File: config.mk
export PLATFORM = sky130hd
export DESIGN_NAME = lut_loader_flat
export DESIGN_NICKNAME = d
export VERILOG_FILES = /design/src/rtl/lut_loader_if.sv /design/src/rtl/lut_loader.sv /design/src/flat_wrapper.sv
export SDC_FILE = /design/constraint.sdc
export NUM_CORES = 1
export LEC_CHECK = 0
export BUFFER_PORTS_ARGS = -buffer_cell sky130_fd_sc_hd__buf_2
export CAP_MARGIN = 20
export CORE_MARGIN = 1
export CORE_UTILIZATION = 57
export DETAILED_ROUTE_END_ITERATION = 7
export MAX_ROUTING_LAYER = met4
export PLACE_DENSITY = 0.91
export SLEW_MARGIN = 20
export SYNTH_ARGS = -nofsm -noshare
export SYNTH_HDL_FRONTEND = slang
export SYNTH_SLANG_ARGS = --single-unit
File: constraint.sdc
create_clock -name CLK -period 3.1 [get_ports CLK]
set_input_delay 0.465 -clock CLK [delete_from_list [all_inputs] [get_ports CLK]]
set_output_delay 0.465 -clock CLK [all_outputs]
set_load 0.03 [all_outputs]
File: src/rtl/lut_loader_if.sv
// LUT loader bus bundle: byte stream in, async LUT port out, status.
// The loader takes the slave view; the driving environment takes the master view.
interface lut_loader_if;
  logic        START;
  logic        IN_VALID;
  logic [7:0]  IN_BYTE;
  logic        IN_READY;
  logic [11:0] LUT_ADDR;
  logic [7:0]  LUT_WDATA;
  logic        LUT_N_WE;
  logic        LUT_N_OE;
  logic [7:0]  LUT_RDATA;
  logic        BUSY;
  logic        DONE;
  logic        ERR;
  logic [15:0] CHECKSUM;

  modport slave (
    input  START,
    input  IN_VALID,
    input  IN_BYTE,
    input  LUT_RDATA,
    output IN_READY,
    output LUT_ADDR,
    output LUT_WDATA,
    output LUT_N_WE,
    output LUT_N_OE,
    output BUSY,
    output DONE,
    output ERR,
    output CHECKSUM
  );

  modport master (
    output START,
    output IN_VALID,
    output IN_BYTE,
    output LUT_RDATA,
    input  IN_READY,
    input  LUT_ADDR,
    input  LUT_WDATA,
    input  LUT_N_WE,
    input  LUT_N_OE,
    input  BUSY,
    input  DONE,
    input  ERR,
    input  CHECKSUM
  );
endinterface

File: src/rtl/lut_loader.sv
// Streams 4096 bytes into an async 4096x8 LUT with timed write strobes,
// then optionally reads the LUT back and compares a 16-bit checksum.
module lut_loader #(
  parameter int WE_PULSE = 2,
  parameter int VERIFY   = 1
) (
  input  logic        CLK,
  input  logic        RST,
  lut_loader_if.slave bus
);

  typedef enum logic [2:0] {
    IDLE,
    WAIT_DATA,
    SETUP,
    PULSE,
    HOLD,
    RB_ADDR,
    RB_SAMPLE,
    FINISH
  } state_t;

  localparam logic [3:0]  LP_CNT0 = 4'(WE_PULSE - 1);
  localparam logic [11:0] LP_LAST = 12'hFFF;

  state_t      r_state;
  logic [3:0]  r_cnt;
  logic [11:0] r_addr;
  logic [7:0]  r_wdata;
  logic        r_n_we;
  logic        r_n_oe;
  logic        r_ready;
  logic        r_busy;
  logic        r_done;
  logic        r_err;
  logic [15:0] r_csum;
  logic [15:0] r_rb_sum;

  logic        w_xfer;
  logic        w_last;
  logic [15:0] w_rb_next;

  assign w_xfer    = bus.IN_VALID & r_ready;
  assign w_last    = (r_addr == LP_LAST);
  assign w_rb_next = r_rb_sum + {8'h00, bus.LUT_RDATA};

  // Every strobe and status bit is a register, so N_WE and N_OE only
  // change on state entry and can never overlap.
  always_ff @(posedge CLK) begin
    if (RST) begin
      r_state  <= IDLE;
      r_cnt    <= '0;
      r_addr   <= '0;
      r_wdata  <= '0;
      r_n_we   <= 1'b1;
      r_n_oe   <= 1'b1;
      r_ready  <= 1'b0;
      r_busy   <= 1'b0;
      r_done   <= 1'b0;
      r_err    <= 1'b0;
      r_csum   <= '0;
      r_rb_sum <= '0;
    end else begin
      unique case (r_state)
        IDLE: begin
          if (bus.START) begin
            r_addr  <= '0;
            r_csum  <= '0;
            r_err   <= 1'b0;
            r_done  <= 1'b0;
            r_busy  <= 1'b1;
            r_ready <= 1'b1;
            r_state <= WAIT_DATA;
          end
        end
        WAIT_DATA: begin
          if (w_xfer) begin
            r_wdata <= bus.IN_BYTE;
            r_csum  <= r_csum + {8'h00, bus.IN_BYTE};
            r_ready <= 1'b0;
            r_state <= SETUP;
          end
        end
        SETUP: begin
          r_n_we  <= 1'b0;
          r_cnt   <= LP_CNT0;
          r_state <= PULSE;
        end
        PULSE: begin
          if (r_cnt == 4'd0) begin
            r_n_we  <= 1'b1;
            r_state <= HOLD;
          end else begin
            r_cnt <= r_cnt - 4'd1;
          end
        end
        HOLD: begin
          if (!w_last) begin
            r_addr  <= r_addr + 12'd1;
            r_ready <= 1'b1;
            r_state <= WAIT_DATA;
          end else if (VERIFY != 0) begin
            r_addr   <= '0;
            r_n_oe   <= 1'b0;
            r_rb_sum <= '0;
            r_state  <= RB_ADDR;
          end else begin
            r_n_oe  <= 1'b1;
            r_busy  <= 1'b0;
            r_done  <= 1'b1;
            r_state <= FINISH;
          end
        end
        RB_ADDR: begin
          r_state <= RB_SAMPLE;
        end
        RB_SAMPLE: begin
          r_rb_sum <= w_rb_next;
          if (!w_last) begin
            r_addr  <= r_addr + 12'd1;
            r_state <= RB_ADDR;
          end else begin
            r_err   <= (w_rb_next != r_csum);
            r_n_oe  <= 1'b1;
            r_busy  <= 1'b0;
            r_done  <= 1'b1;
            r_state <= FINISH;
          end
        end
        FINISH: begin
          r_state <= IDLE;
        end
        default: begin
          r_state <= IDLE;
        end
      endcase
    end
  end

  assign bus.IN_READY  = r_ready;
  assign bus.LUT_ADDR  = r_addr;
  assign bus.LUT_WDATA = r_wdata;
  assign bus.LUT_N_WE  = r_n_we;
  assign bus.LUT_N_OE  = r_n_oe;
  assign bus.BUSY      = r_busy;
  assign bus.DONE      = r_done;
  assign bus.ERR       = r_err;
  assign bus.CHECKSUM  = r_csum;

endmodule

File: src/flat_wrapper.sv
// flat-port wrapper written by rule: the top's interface ports become plain ports
module lut_loader_flat 
#(
  parameter int WE_PULSE = 2,
  parameter int VERIFY   = 1
)
  (CLK, RST, bus_START, bus_IN_VALID, bus_IN_BYTE, bus_LUT_RDATA, bus_IN_READY, bus_LUT_ADDR, bus_LUT_WDATA, bus_LUT_N_WE, bus_LUT_N_OE, bus_BUSY, bus_DONE, bus_ERR, bus_CHECKSUM);
  lut_loader_if bus_i ();
  input  logic CLK;
  input  logic RST;
  input wire logic [$bits(bus_i.START)-1:0] bus_START;
  input wire logic [$bits(bus_i.IN_VALID)-1:0] bus_IN_VALID;
  input wire logic [$bits(bus_i.IN_BYTE)-1:0] bus_IN_BYTE;
  input wire logic [$bits(bus_i.LUT_RDATA)-1:0] bus_LUT_RDATA;
  output wire logic [$bits(bus_i.IN_READY)-1:0] bus_IN_READY;
  output wire logic [$bits(bus_i.LUT_ADDR)-1:0] bus_LUT_ADDR;
  output wire logic [$bits(bus_i.LUT_WDATA)-1:0] bus_LUT_WDATA;
  output wire logic [$bits(bus_i.LUT_N_WE)-1:0] bus_LUT_N_WE;
  output wire logic [$bits(bus_i.LUT_N_OE)-1:0] bus_LUT_N_OE;
  output wire logic [$bits(bus_i.BUSY)-1:0] bus_BUSY;
  output wire logic [$bits(bus_i.DONE)-1:0] bus_DONE;
  output wire logic [$bits(bus_i.ERR)-1:0] bus_ERR;
  output wire logic [$bits(bus_i.CHECKSUM)-1:0] bus_CHECKSUM;
  assign bus_i.START = bus_START;
  assign bus_i.IN_VALID = bus_IN_VALID;
  assign bus_i.IN_BYTE = bus_IN_BYTE;
  assign bus_i.LUT_RDATA = bus_LUT_RDATA;
  assign bus_IN_READY = bus_i.IN_READY;
  assign bus_LUT_ADDR = bus_i.LUT_ADDR;
  assign bus_LUT_WDATA = bus_i.LUT_WDATA;
  assign bus_LUT_N_WE = bus_i.LUT_N_WE;
  assign bus_LUT_N_OE = bus_i.LUT_N_OE;
  assign bus_BUSY = bus_i.BUSY;
  assign bus_DONE = bus_i.DONE;
  assign bus_ERR = bus_i.ERR;
  assign bus_CHECKSUM = bus_i.CHECKSUM;
  lut_loader #(.WE_PULSE(WE_PULSE), .VERIFY(VERIFY)) u_core (.CLK(CLK), .RST(RST), .bus(bus_i));
endmodule
* Word-level counts from Yosys, hierarchy flattened
Index checks and enable logic that the tools add are counted.
** Storage, ports and cells
- Bits in writable memories :: 0
- Register bits :: 65
- Input bits :: 20
- Bits in read-only memories :: 0
- Memories kept :: 0
- Bits in latches :: 0
** Cells by class
- $lt $le $gt $ge :: 0
- Shift-type cells :: 0
- Divide/modulo/power cells :: 0
- Add/subtract/negate cells :: 4
- Muxes and demuxes :: 31
- Reductions and logical operators :: 18
- $mul :: 0
- Equality and inequality tests :: 17
- Bitwise operators :: 1
** Operators with widths (number)
- one-hot mux 16 bit (2 select lines) :: 2
- 2-to-1 mux 16 bit :: 3
- 2-to-1 mux 12 bit :: 3
- one-hot mux 12 bit (3 select lines) :: 1
- adder 16 x 8 -> 16 bit :: 2
- one-hot mux 3 bit (8 select lines) :: 1
- inequality test 16 bit :: 1
- AND reduction 3 bit :: 5
- adder 12 x 1 -> 12 bit, second input constant :: 1
- equality test 12 bit, second input constant :: 1
- equality test 3 bit, second input constant :: 4
- 2-to-1 mux 3 bit :: 4
- one-hot mux 1 bit (2 select lines) :: 5
- 2-to-1 mux 1 bit :: 8
- inequality test 2 x 1 -> 1 bit, second input constant :: 4
- inequality test 2 bit, second input constant :: 4
- one-hot mux 4 bit (2 select lines) :: 1
- AND reduction 2 bit :: 4
- nonzero test 2 bit :: 4
- equality test 3 x 2 -> 1 bit, second input constant :: 2
- nonzero test 3 bit :: 2
- zero test 4 bit :: 1
- 2-to-1 mux 4 bit :: 1
- AND reduction 4 bit :: 1
- other kinds (6) :: 6

* Longest topological paths before layout
- Depth in word-level cells :: 4
- Depth in mapped cells :: 12
- Gate-level depth less buffers :: 11

* Least setup slack after synthesis
OpenSTA, ideal clock, no wires.
- Path type :: input-to-reg
- Start :: in bus_LUT_RDATA[0]
- End :: reg u_core.r_err, in the netlist u_core.bus.ERR
- Slack :: 0.566 ns
- Cell stages on the path :: 12
- Data arrival time :: 2.407 ns
- Library setup time :: 0.126 ns
- Cells stage by stage :: ha_1 -> inv_1 -> fa_1 -> nand2b_1 -> a211oi_1 -> nor3b_1 -> or2_1 -> buf_2 -> o21ai_0 -> o211ai_1 -> nor3_1 -> a31oi_1
** Between the ends
- Cells in the longest elaborated chain, start to end :: 4
** Ends and longest elaborated chain
- start: declaration :: line flat_wrapper.sv:14 : input wire logic [$bits(bus_i.LUT_RDATA)-1:0] bus_LUT_RDATA;
- adder 16 x 8 -> 16 bit :: line lut_loader.sv:45 : assign w_rb_next = r_rb_sum + {8'h00, bus.LUT_RDATA};
- inequality test 16 bit :: line lut_loader.sv:123 : r_err <= (w_rb_next != r_csum);
- 2-to-1 mux 1 bit :: line lut_loader.sv:119 : if (!w_last) begin
- one-hot mux 1 bit (2 select lines) :: line lut_loader.sv:64 : unique case (r_state)
- end signal: assignment :: line lut_loader.sv:123
- end: declaration :: line lut_loader.sv:35 : logic r_err;
No other way between the ends. The select of a mux whose other input is x is not followed.
A chain may end at the register's enable or synchronous reset.

* Worst setup path after layout
- Start :: reg u_core.r_rb_sum[0]
- End :: reg u_core.r_err, in the netlist u_core.bus.ERR
** Between the ends
- Cells in the longest elaborated chain, start to end :: 4
** Ends and longest elaborated chain
- start: declaration :: line lut_loader.sv:37 : logic [15:0] r_rb_sum;
- start signal: assignment :: line lut_loader.sv:118 : r_rb_sum <= w_rb_next;
- adder 16 x 8 -> 16 bit :: line lut_loader.sv:45
- inequality test 16 bit :: line lut_loader.sv:123
- 2-to-1 mux 1 bit :: line lut_loader.sv:119
- one-hot mux 1 bit (2 select lines) :: line lut_loader.sv:64
No other way between the ends. The select of a mux whose other input is x is not followed.

==> reports/results.txt <==
Post-DP HPWL - 7.22 mm
Initial antenna violation count - 0
Synthesized cell area - 3890 sq um
Htree depth - 3
Hold Vio Cnt, Final - 0
Most frequent cells in the layout - nor2_1 (67), dfxtp_1 (65), buf_2 (61)
Mapped Cells - 487
CP Class - reg2reg
Post-Layout Cell Count - 627
Initial drt markers - 234
Setup Fix Bufs, Post-CTS - 0
Register area share after synthesis - 33.4%
Area contributors post-synth - dfxtp_1 (33%), xnor2_1 (7.0%), nor2_1 (6.5%)
Ys async rst share - 0%
Num CTS Buffers - 9
Skew final - 0.0101 ns
Worst setup EP type - flip-flop
Mapped Avg Cell Area - 8.00 sq um
Area delta synth->final - 14.9%
CP required - 3.33 ns
Die Area - 7170 sq um
Ys flop type - dfxtp_1
Maximum vdd drop - 0.471 mV
Final Slew Violations - 0
Number of I/O pins - 62
Commonest non-fill, non-tap cell in the layout - nor2_1
Vias per cell - 6.16
Yosys cell types - 61
Relative slew slack - 48.4%
Wire length per cell - 16.0 um
Crit share post-route - 91.3%
Share of cells above drive strength 1 - 17.1%
Number of synthesized register bits - 65
Site row count - 29
Die H - 84.7 um
Post-CTS Resized - 0
Post-synth net total - 528
RSZ-0062 raised after global routing - false
Max-cap violation count - 0
Width of the die - 84.7 um
Crit start category - flip-flop
Crit path DAT - 3.06 ns
CTS tree - built
Leak - 1.81 nW
Hold Crit Class - in2reg
Setup TNS - 0 ns
Vias in the first global route - 3698
Cts hold-fix bufs - 0
First-pass GRT wire length - 16.8 mm
YS warnings - 0
Fmax - 353 MHz
GRT Overall Usage - 29.8%
GPL Wtd Cong - 0.957
Clock latency at the later pin of the worst-skew pair - 0.35 ns
Final Setup Violations - 0
ANT cells - 0
Initial Utilization - 60.3%
Min Tclk post-route - 2.83 ns
Number of flops mapped to enable cells by yosys - 0
CTS sink cnt - 65
Max clock buf depth - 2
DR pass1 iterations - 7
Area share of the largest cell type after synthesis - 33.4%
Root Driver - clkbuf_8
Worst Path Max Fanout - 4
Nets - 586
Total number of vias - 3865
DRC viols - 0
Fill cells - 482
Outcome - complete, no violations
Largest net degree at the start of global routing - 26
Core box area - 6460 sq um
Clock transition at path regs - 0.08 ns
Dpl cells - 611
IO buf count - 61
Routed WL - 10.0 mm
Slew @ Worst Pin - 0.769 ns
Pwr dens - 420 nW/um^2
Total gr overflow - 0
Post-route ant nets - 0
Post-synth top area cell - dfxtp_1
-- power by group --
part | total (mW) | leakage, nW | switching [mW] | internal [mW]
Sequential | 0.864 | 0.525 | 0.0187 | 0.846
Combinational | 0.179 | 1.17 | 0.116 | 0.0638
Clock | 0.835 | 0.113 | 0.357 | 0.477
-- final cells by class --
type                    count  area (sq um)  area share, %
clock buffers              10           138           3.08
clock inverters             6          90.1           2.01
inverters                  13          48.8           1.09
multi-input cells         391          2460           55.1
flip-flops and latches     65          1300           29.1
well taps                  77          96.3           2.15
repair buffers             65           335           7.49
-- registers in the layout (all words and copies together) (netlist names) --
signal	count
u_core.bus.BUSY	1
u_core.bus.IN_READY	1
u_core.r_rb_sum	16
u_core.bus.LUT_N_OE	1
u_core.bus.CHECKSUM	16
u_core.r_cnt	4
u_core.bus.LUT_ADDR	12
u_core.bus.ERR	1
u_core.bus.LUT_N_WE	1
u_core.bus.LUT_WDATA	8
u_core.r_state	3
u_core.bus.DONE	1
-- kinds of logic after synthesis --
logic type	count (synthesis)	synth area share (%)
muxes	1	0.257
and+or+nand+nor	201	24.3
buffers and inverters	31	3.28
xor gates and xnor gates	48	11.0
AOI/OAI and AO/OA	120	20.7
DFF	65	33.4
adders and majority gates	21	7.13
-- final timing paths --
check	slack, ns	cells past startpoint	end	startpoint
hold reg to reg	0.46	2	u_core.bus.LUT_WDATA[6]$_SDFFE_PP0P_	u_core.bus.LUT_WDATA[6]$_SDFFE_PP0P_
setup reg to reg	0.27	11	u_core.bus.ERR$_SDFFE_PP0P_	u_core.r_rb_sum[0]$_SDFFE_PP0P_
hold / removal	0.36	3	u_core.bus.LUT_WDATA[0]$_SDFFE_PP0P_	bus_IN_BYTE[0]
setup / recovery	0.27	11	u_core.bus.ERR$_SDFFE_PP0P_	u_core.r_rb_sum[0]$_SDFFE_PP0P_
-- routing by layer --
layer  GRT usage, %  vias up  part of all wire [%]
met3           7.18       31                   7.3
met5              -        -                     0
met1           33.8     1809                    41
met4           11.1        0                   2.4
met2           51.1      175                    50
li1               -     1850                     -
-- synth_stat cells, drive strengths merged, types with 2 or more instances --
library cell and n:
or4 3, buf 9, and2 2, o21bai 2, nand3 7, nor3b 6, fa 2, xnor2 31
a21oi 43, ha 19, and4 2, xor2 17, a311oi 2, o31ai 4, o31a 2, nor3 15
or3 4, o21ai 22, a21o 5, clkbuf 9, or2 2, dfxtp 65, nand2b 5, nor2 69
nor2b 6, inv 13, a31oi 8, a211oi 4, and3 5, a22oi 14, nand4 13, nor4 4
o21a 3, nand2 56
-- stage by stage --
stage               hold WS [ns]  instance area [sq um]  utilization (%)  setup slack [ns]  power, mW
finish                     0.363                   4470             69.3             0.270       1.88
global route               0.359                   4470             69.3             0.140       1.94
global placement           0.441                   4250             65.7             0.386       1.05
detailed placement         0.447                   4250             65.7             0.222       1.06
CTS                        0.363                   4470             69.3             0.314       1.88
floorplan                  0.467                   3890                -             0.566       1.01
-- critical path, stage by stage, from the launching register on --
cell and delay (ns):
dfxtp_1 0.34, ha_1 0.17, inv_1 0.06, fa_1 0.40
nand2b_1 0.20, a211oi_1 0.39, nor3b_1 0.16, or3_1 0.43
nor2_2 0.15, xnor2_1 0.10, nor3_1 0.19, a31oi_1 0.11
Note: power is estimated with default switching activity, not from simulation.
